**config.mk**
```make
export PLATFORM = sky130hd
export DESIGN_NAME = prod_accum
export DESIGN_NICKNAME = d
export VERILOG_FILES = /design/src/rtl/prod_accum_pkg.sv /design/src/rtl/prod_accum_add.sv /design/src/rtl/prod_accum.sv
export SDC_FILE = /design/constraint.sdc
export NUM_CORES = 1
export LEC_CHECK = 0
export CAP_MARGIN = 20
export CORE_MARGIN = 2
export CORE_UTILIZATION = 45
export CTS_BUF_LIST = sky130_fd_sc_hd__clkbuf_4
export DETAILED_ROUTE_END_ITERATION = 16
export PLACE_DENSITY_LB_ADDON = 0.12
export SKIP_CTS_REPAIR_TIMING = 1
export SLEW_MARGIN = 15
export SYNTH_ARGS = -nofsm -noshare
export SYNTH_HDL_FRONTEND = slang
export SYNTH_SLANG_ARGS = --single-unit
```
**constraint.sdc**
```tcl
create_clock -name clk -period 6.6 [get_ports clk]
set_input_delay 1.98 -clock clk [delete_from_list [all_inputs] [get_ports clk]]
set_output_delay 1.98 -clock clk [all_outputs]
set_load 0.01 [all_outputs]
```
**src/rtl/prod_accum_pkg.sv**
```systemverilog
// Shared types and widths for the prod_accum product accumulator.
// The FSM state type and fixed port widths live here so the top and datapath agree.
package prod_accum_pkg;

    localparam int PROD_W  = 16;
    localparam int COUNT_W = 8;

    typedef enum logic [1:0] {
        IDLE  = 2'd0,
        ACCUM = 2'd1,
        HOLD  = 2'd2
    } state_t;

endpackage : prod_accum_pkg

```
**src/rtl/prod_accum_add.sv**
```systemverilog
// Sum-and-overflow datapath: adds one product at ACC_W+1 bits and tracks the frame overflow flag.
// Build option: define PROD_ACCUM_SAT_EN to clamp the sum at 2^ACC_W-1 instead of wrapping.
module prod_accum_add
    import prod_accum_pkg::*;
#(
    parameter int ACC_W = 24
)(
    input  logic [ACC_W-1:0]  i_acc,
    input  logic [PROD_W-1:0] i_prod,
    input  logic              i_first,
    input  logic              i_ovf,
    output logic [ACC_W-1:0]  o_sum,
    output logic              o_ovf
);

    logic [ACC_W-1:0] w_base;
    logic [ACC_W:0]   w_full;
    logic             w_ovf;

    // The first product of a frame starts from zero and clears any old overflow.
    assign w_base = i_first ? '0 : i_acc;
    assign w_full = {1'b0, w_base} + {{(ACC_W + 1 - PROD_W){1'b0}}, i_prod};
    assign w_ovf  = w_full[ACC_W] | (i_ovf & ~i_first);

`ifdef PROD_ACCUM_SAT_EN
    // Once the frame has overflowed the sum is pinned at full scale until the frame ends.
    assign o_sum = w_ovf ? '1 : w_full[ACC_W-1:0];
`else
    assign o_sum = w_full[ACC_W-1:0];
`endif

    assign o_ovf = w_ovf;

endmodule : prod_accum_add

```
**src/rtl/prod_accum.sv**
```systemverilog
// Product accumulator: sums up to N_TERMS unsigned 16-bit products per frame and holds the result for a handshake.
// Build option: PROD_ACCUM_SAT_EN selects saturating instead of wrapping accumulation.
module prod_accum
    import prod_accum_pkg::*;
#(
    parameter int ACC_W   = 24,
    parameter int N_TERMS = 8
)(
    input  logic               clk,
    input  logic               rst_n,
    input  logic [PROD_W-1:0]  in_prod,
    input  logic               in_valid,
    input  logic               in_last,
    output logic               in_ready,
    output logic [ACC_W-1:0]   out_acc,
    output logic [COUNT_W-1:0] out_count,
    output logic               out_ovf,
    output logic               out_valid,
    input  logic               out_ready
);

    localparam logic [COUNT_W-1:0] LP_N_TERMS = COUNT_W'(N_TERMS);

    state_t             r_state;
    state_t             w_state_nxt;
    logic [ACC_W-1:0]   r_acc;
    logic [COUNT_W-1:0] r_count;
    logic               r_ovf;

    logic               w_accept;
    logic               w_first;
    logic               w_close;
    logic [COUNT_W-1:0] w_count_nxt;
    logic [ACC_W-1:0]   w_sum;
    logic               w_sum_ovf;

    // NOTE: every output of this block is assigned a default first, so no path can leave one unassigned and infer a latch.
    always_comb begin
        w_state_nxt = r_state;
        in_ready    = 1'b0;
        out_valid   = 1'b0;
        w_first     = 1'b0;
        w_accept    = 1'b0;
        w_count_nxt = r_count + COUNT_W'(1);
        w_close     = 1'b0;

        case (r_state)
            IDLE: begin
                in_ready    = 1'b1;
                w_first     = 1'b1;
                w_accept    = in_valid;
                w_count_nxt = COUNT_W'(1);
            end
            ACCUM: begin
                in_ready = 1'b1;
                w_accept = in_valid;
            end
            HOLD: begin
                out_valid = 1'b1;
                if (out_ready) begin
                    w_state_nxt = IDLE;
                end
            end
            default: begin
                w_state_nxt = IDLE;
            end
        endcase

        // in_last and the term limit coinciding still close the frame exactly once.
        w_close = in_last || (w_count_nxt == LP_N_TERMS);
        if (w_accept) begin
            w_state_nxt = w_close ? HOLD : ACCUM;
        end
    end

    prod_accum_add #(
        .ACC_W (ACC_W)
    ) u_add (
        .i_acc   (r_acc),
        .i_prod  (in_prod),
        .i_first (w_first),
        .i_ovf   (r_ovf),
        .o_sum   (w_sum),
        .o_ovf   (w_sum_ovf)
    );

    // NOTE: state registers use non-blocking assignments so every flop samples pre-edge values regardless of block order.
    always_ff @(posedge clk) begin
        if (!rst_n) begin
            r_state <= IDLE;
        end else begin
            r_state <= w_state_nxt;
        end
    end

    always_ff @(posedge clk) begin
        if (!rst_n) begin
            r_acc   <= '0;
            r_count <= '0;
            r_ovf   <= 1'b0;
        end else if (w_accept) begin
            r_acc   <= w_sum;
            r_count <= w_count_nxt;
            r_ovf   <= w_sum_ovf;
        end
    end

    assign out_acc   = r_acc;
    assign out_count = r_count;
    assign out_ovf   = r_ovf;

endmodule : prod_accum
```
Word-level counts from Yosys, hierarchy flattened
Cells that the tools add are included.
Widths: inputs -> output; s select.
- memories: 0
- register bits: 35
- memory bits (writable): 0
- ROM bits: 0
- word-level logic and storage cells: 28
- latch bits: 0
- output and inout bits: 35
- divide/modulo/power cells: 0
- bitwise gates (word level): 3
- add/sub/neg operators: 2
- multipliers: 0
- magnitude comparators: 0
- muxes and demuxes: 10
- shifts and indexed selects: 0
- reduce and logical (&&, ||, !) cells: 4
- equal/unequal tests: 5
- operators by type and width (kind ; number):
    $add 24x16->25 ; 1
    $mux 24 ; 1
    $add 8x1->8 const B ; 1
    $eq 8x4->1 const B ; 1
    $mux 8 ; 1
    $mux 2 ; 3
    $mux 1 ; 4
    $pmux 2 s2 ; 1
    $ne 3x3->1 const B ; 1
    $eq 2x1->1 const B ; 1
    $eq 2x2->1 const B ; 1
    $logic_not 2->1 ; 1
    $ne 2x1->1 const B ; 1
    $reduce_and 2->1 ; 1
    $reduce_or 2->1 ; 1
    $and 1x1->1 ; 1
    $logic_or 1x1->1 ; 1
    $not 1->1 ; 1
    $or 1x1->1 ; 1

Logic depth before layout (Yosys ltp)
Gate-level depths: netlist of the first run.
- depth after elaboration: 6
- mapped depth: 13
- depth with buffers taken out: 10

Modules after synthesis
A second synthesis of the first run with hierarchy kept.
- cells, all modules: 339
- area total of the unflattened synthesis: 2595.0 µm²
- by module, submodules not included (module ; instances ; sequential area each (µm²) ; cells an instance ; area each (µm²)):
    prod_accum ; 1 ; 700.7 ; 184 ; 1420.1
    prod_accum_add ; 1 ; 0.0 ; 155 ; 1174.9

Worst setup path after synthesis of the first run
OpenSTA, ideal clock, no wires.
- path type: input to register
- start: input in_prod[0]
- end: register r_acc[22] (netlist: out_acc[22])
- slack: 2.915 ns
- stages: 8
- setup time: 0.072 ns
- arrival: 3.614 ns
- buffers on the path: 0
- path through: ha_1 > fa_1 > a21o_1 > a31o_2 > nand3_1 > a31oi_1 > o2111ai_1 > mux2i_1
- cells in the longest elaborated chain, start to end: 1
- RTL lines (item ; line ; text):
    from (decl) ; prod_accum.sv:11 ; input logic [PROD_W-1:0] in_prod,
    $add 24x16->25 ; prod_accum_add.sv:22 ; assign w_full = {1'b0, w_base} + {{(ACC_W + 1 - PROD_W){1'b0}}, i_prod};
    to (signal assigned) ; prod_accum.sv:102 ; r_acc <= w_sum;
    to (decl) ; prod_accum.sv:26 ; logic [ACC_W-1:0] r_acc;
Every way passes these cells.
A chain may end at the register's enable or synchronous reset.

==> results of run 1 <==
-- power by group --
part | switching (µW) | internal (µW) | leakage (µW)
combinational | 70.8 | 59.3 | 0.000901
sequential | 9.49 | 221 | 0.000286
clock | 82.2 | 39.7 | 0.0000347
total | 162 | 320 | 0.00122
-- layer usage --
metal	GRT usage, %	vias to the layer above
met5	0	-
li1	-	1363
met2	35.8	99
met3	4.67	13
met4	8.47	0
met1	29.7	1270
-- cells in the final DEF (no fill, tap or decap), drive strengths merged, types with 3 or more instances in the layout --
cell type,n
o211ai,7
clkdlybuf4s50,55
nor3,6
buf,3
o2111ai,3
nand2,44
a31oi,4
o21a,3
and2,3
clkinv,3
nand4b,3
o21ai,23
and3,5
a211oi,5
nor2b,19
clkbuf,5
xor2,6
or3,4
xnor2,8
mux2i,6
a21oi,41
nand2b,5
nand4,7
a21o,4
nor2,21
ha,17
inv,3
dfxtp,35
nand3,24
-- state kept, by name, summed over array words and instances (netlist names) --
name / cells
out_acc: 24
out_count: 8
r_state: 2
out_ovf: 1
-- Yosys cell counts (2+ instances only) --
library cell,instances,area (µm²)
nand4_1,7,43.8
and2_1,2,12.5
o211ai_1,6,45.0
nor2_1,20,75.1
a211oi_1,4,30.0
and3_1,5,31.3
nand2_1,44,165
or3_1,4,25.0
clkbuf_1,12,45.0
o21ai_0,23,115
inv_1,3,11.3
xor2_1,6,52.6
a21o_1,4,30.0
nand4b_1,3,26.3
nand3_1,24,120
buf_1,2,7.51
nor2b_1,19,119
xnor2_1,8,70.1
ha_1,17,213
nor3_1,6,30.0
buf_2,3,15.0
o2111ai_1,3,26.3
nand2b_1,5,31.3
o21a_1,2,15.0
mux2i_1,6,60.1
dfxtp_1,35,701
a31oi_1,4,25.0
a21oi_1,41,205
-- path summary, 6_finish.rpt --
check | startpoint | end | slack [ns] | cells after the start
min reg2reg | out_ovf | out_ovf | 0.48 | 2
max reg2reg | r_state[0] | out_acc[23] | 3.47 | 10
min | out_ovf | out_ovf | 0.48 | 2
max | rst_n | out_acc[13] | 2.49 | 5
-- final cells by class --
type                       instances  area share (%)
clock buffer                       5            1.14
clock inverter                     3           0.457
inverter                           3           0.343
multi-input combinational        290            56.4
sequential                        35            21.3
tap                               75            2.86
timing repair buffer              58            17.4
-- cell families after synthesis --
logic type               Yosys count  synth area share, %
multiplexers                       7                 2.67
flip-flops                        35                 26.2
XOR/XNOR                          14                 4.59
AND/OR/NAND/NOR                  148                 28.3
buffers and inverters             24                 4.36
adder cells (fa/ha/maj)           18                 8.72
AO/OA/AOI/OAI                    103                 25.2
-- worst reg2reg max path: stages, from the launching register on --
cell       delay [ns]
dfxtp_1          0.44
nor2_2           0.31
buf_4            0.34
nor2b_1          0.09
ha_1             0.44
o211ai_2         0.14
o21a_4           0.23
a2111oi_4        0.47
o32a_2           0.27
mux2i_1          0.18
a21oi_1          0.08
-- metrics by stage --
step	cell area, µm²	hold WS (ns)	setup WS [ns]	cells
2_1_floorplan	2670	0.473	2.91	349
3_3_place_gp	3230	0.456	2.16	461
3_5_place_dp	3230	0.452	2.09	461
4_1_cts	3280	0.477	2.48	469
5_1_grt	3280	0.510	2.27	469
6_report	3280	0.475	2.49	469
==> run metrics, run 1 <==
status=finished clean; Die ar.=6570 µm²; max-slew violations=0; clock slew at reported path FFs=0.12 ns; drt via density=about 5.9; Tightest Pin Transition=0.776 ns; port bufs=between 50 and 60; YS warnings=0; Seq/Total Area, Yosys=26.2%; maximum clock rate=~0.24 GHz; Syn Inst Count=between 300 and 400; crit path kind=in2reg; CP bufs+invs=2; minimum clock period=between 4 and 5 ns; routed len/inst=~15 µm; startpoint types=input pin; CTS Sinks=35; syn nets=388; final worst-path cycle share=approximately 62%; post-DP HPWL=a little over 5000 µm; syn avg cell area=between 7 and 8 µm²; CP Data Required Time=around 6.9 ns; chip width=between 80 and 90 µm; fraction of registers with async set or reset after synthesis=0%; final hold vios=0; RSZ-0062 raised after global routing=no; ANT cells=0; Routed met1 length=about 3300 µm; Slew HR=approximately half; Total GRT Usage=about 22%; Synth cell types=59; slowest CP cell=clkdlybuf4s50_1; power density over cell area=roughly 150 nW/µm²; Lkg Pwr=0.00122 µW; # H-tree levels=2; number of primary I/O pins=56; Routed Antenna Nets=0; Routed WL=between 7000 and 8000 µm; setup TNS=0 ns; Synth Flop Type=dfxtp_1; CP endpoint kind=flop; total number of vias=~2700; drt first pass iters=5; Max Root-Sink Buffers=2; register bit count reported by yosys=35; share of cells above drive strength 1=~5.8%; Area Overhead vs Synth=23.0%; Clk Latency, worst-skew pair=0.36 ns; Max Cap Violations=0; Final Power=~480 µW; critical path arrival=roughly 4.4 ns; crit-path max cell delay=about 0.97 ns; drt drc=0; Max VDD drop=about 0.073 mV; metal3 WL=463 µm; Initial Utilization=45.9%; clock root buffer master=clkbuf_4; HP Class=reg2reg; initial DRC count=around 190; row count=28; Finished Core Util=roughly 56%; DR top layer=met4; chip height=a little over 80 µm; vias in the first global route=between 2000 and 3000; mapped cell area=between 2000 and 3000 µm²; # fillers=573; CTS tree=done; Worst Path Max Fanout=24; EDFF count, synth=0; metal2 WL=between 3000 and 4000 µm; Final Skew=around 0.017 ns; Core Box Area=between 5000 and 6000 µm²; critical path cell sequence=clkdlybuf4s50_1 -> inv_1 -> or3_1 -> mux2_1 -> o211ai_1; Reg area=roughly 700 µm²; multi-input logic area=1850 µm²; post-layout net count=roughly 430; gpl congestion=between 0.8 and 0.9; largest net degree at the start of global routing=25; # setup viols final=0; GRT Residual Overflow=0; initial antenna violation count=0; wire length of the first global-routing pass=between 10000 and 15000 µm; CTS Buf Count=5; largest delay contributor family on the critical path=buffers and inverters
No activity file was read; power rests on OpenSTA's default activity.
==> run 2, diff against run 1 <==
==> constraint.sdc (replaced) <==
create_clock -name clk -period 4.3 [get_ports clk]
set_input_delay 1.29 -clock clk [delete_from_list [all_inputs] [get_ports clk]]
set_output_delay 1.29 -clock clk [all_outputs]
set_load 0.01 [all_outputs]
==> run 2 against run 1 <==
- worst setup slack got worse by 1.5 ns
- sequential power is 53% higher
- sequential cell count did not move
- clock skew is 0.0016 ns lower
- routed wire length rose by 0.28%
- largest power group unchanged
- total power is 52% higher
- combinational power increased by 55%
- cell area is 0.27% higher
==> run metrics, run 2 (synthesized netlist as in run 1, its figures left out) <==
max-slew violations=0; commonest non-fill, non-tap cells in the layout=clkdlybuf4s50_1 (55), nand2_1 (44), a21oi_1 (41); CTS Buf Count=5; Worst R2R End=out_acc[21]; post-DP HPWL=5140 µm; crit path kind=in2reg; clock slew at reported path FFs=between 0.1 and 0.15 ns; Lkg Pwr=0.00122 µW; final hold vios=0; Final Power=approximately 730 µW; Critical Path Stages=8; post-layout net count=around 430; status=finished clean; Total GRT Usage=approximately 22%; startpoint types=input pin; routed len/inst=15.1 µm; CP bufs+invs=1; GRT Residual Overflow=0; leading cell type in the layout, fill and taps excluded=clkdlybuf4s50_1; Final Skew=around 0.016 ns; Routed Antenna Nets=0; CP endpoint kind=flop; Area Overhead vs Synth=23.3%; Routed WL=about 7100 µm; drt drc=0; CTS Sinks=35; chip width=81.0 µm; worst-case reg-to-reg path depth=10; Max Cap Violations=0; Worst Hold End=out_ovf; # setup viols final=0; Hold Crit Depth=2; maximum clock rate=approximately 0.31 GHz; wire length of the first global-routing pass=11600 µm; share of cells above drive strength 1=slightly below 6%; row count=28; Core Box Area=around 5800 µm²; worst flop-to-flop path startpoint=r_state[0]; largest net degree at the start of global routing=22; CP Data Required Time=around 4.6 ns; Slew HR=63.9%; Worst Path Max Fanout=7; ANT cells=0; HP Class=reg2reg; Hold WS=0.469 ns; critical path cell sequence=clkdlybuf4s50_1 -> ha_1 -> o211ai_2 -> o21a_4 -> a2111oi_4 -> nor3_1 -> or3_1 -> a21oi_1; max reg flops=24; r2r setup slk=between 1 and 1.5 ns; initial DRC count=164; CTS tree=done; drt first pass iters=4; largest delay contributor family on the critical path=compound AO/OA/AOI/OAI gates; vias in the first global route=approximately 2500; critical path arrival=3.55 ns; chip height=81.0 µm; power density over cell area=around 220 nW/µm²; Tightest Pin Transition=0.535 ns; setup TNS=0 ns; clock root buffer master=clkbuf_4; min-delay src=out_ovf; initial antenna violation count=0; port bufs=between 50 and 60; RSZ-0062 raised after global routing=no; slowest CP cell=a2111oi_4; drt via density=around 5.8; Max Root-Sink Buffers=2; minimum clock period=about 3.3 ns; gpl congestion=between 0.9 and 1; Clk Latency, worst-skew pair=between 0.3 and 0.4 ns; Initial Utilization=45.9%; final worst-path cycle share=~76%; total number of vias=~2700; Die ar.=around 6600 µm²; number of primary I/O pins=56; crit-path max cell delay=roughly 0.46 ns; Finished Core Util=56.6%; # H-tree levels=2; Max VDD drop=0.132 mV
[run 2: cell count changes in the layout (fill, tap and decap cells not counted), sizes merged]
cell | before | now
buf | 3 | 5
clkinv | 3 | 2
[run 2: final cells by class]
type	instances	area (µm²)
sequential	35	701
clock buffer	5	37.5
tap	75	93.8
timing repair buffer	60	588
inverter	3	11.3
multi-input combinational	290	1850
fill	593	2520
clock inverter	2	8.76
[run 2: tightest hold or removal path, stage by stage, from the launching register on]
cell	delay (ns)
dfxtp_1	0.32
nand2_1	0.05
a21oi_1	0.05
[run 2: where the power goes]
group	switching [µW]	internal (µW)	leakage [µW]
Sequential	14.1	339	0.000286
Combinational	110	92.2	0.000911
Clock	118	58.0	0.0000285
Total	242	489	0.00122
[run 2: worst max path at each step]
stage                     startpoint           to  slack, ns
after floorplan           in_prod[0]  out_acc[22]       1.30
after global placement    in_prod[4]  out_acc[19]       0.74
after detailed placement  in_prod[4]  out_acc[19]       0.70
after CTS                 in_prod[4]  out_acc[19]       1.05
after global routing      r_state[0]  out_acc[21]       0.89
final                     in_prod[3]  out_acc[19]       1.03
[run 2: through the flow]
stage / instance area (µm²) / setup slack (ns) / instances
6_report: 3290 / 1.03 / 470
4_1_cts: 3290 / 1.05 / 470
3_5_place_dp: 3250 / 0.702 / 463
3_3_place_gp: 3250 / 0.744 / 463
2_1_floorplan: 2670 / 1.30 / 349
5_1_grt: 3290 / 0.886 / 470
[run 2: layer usage]
| layer | GRT usage [%] | wire length, µm | up-vias |
|---|---|---|---|
| li1 | - | - | 1361 |
| met1 | 30.4 | 3320 | 1276 |
| met2 | 36.8 | 3330 | 84 |
| met3 | 4.00 | 380 | 4 |
| met4 | 4.41 | 50 | 0 |
| met5 | 0 | 0 | - |
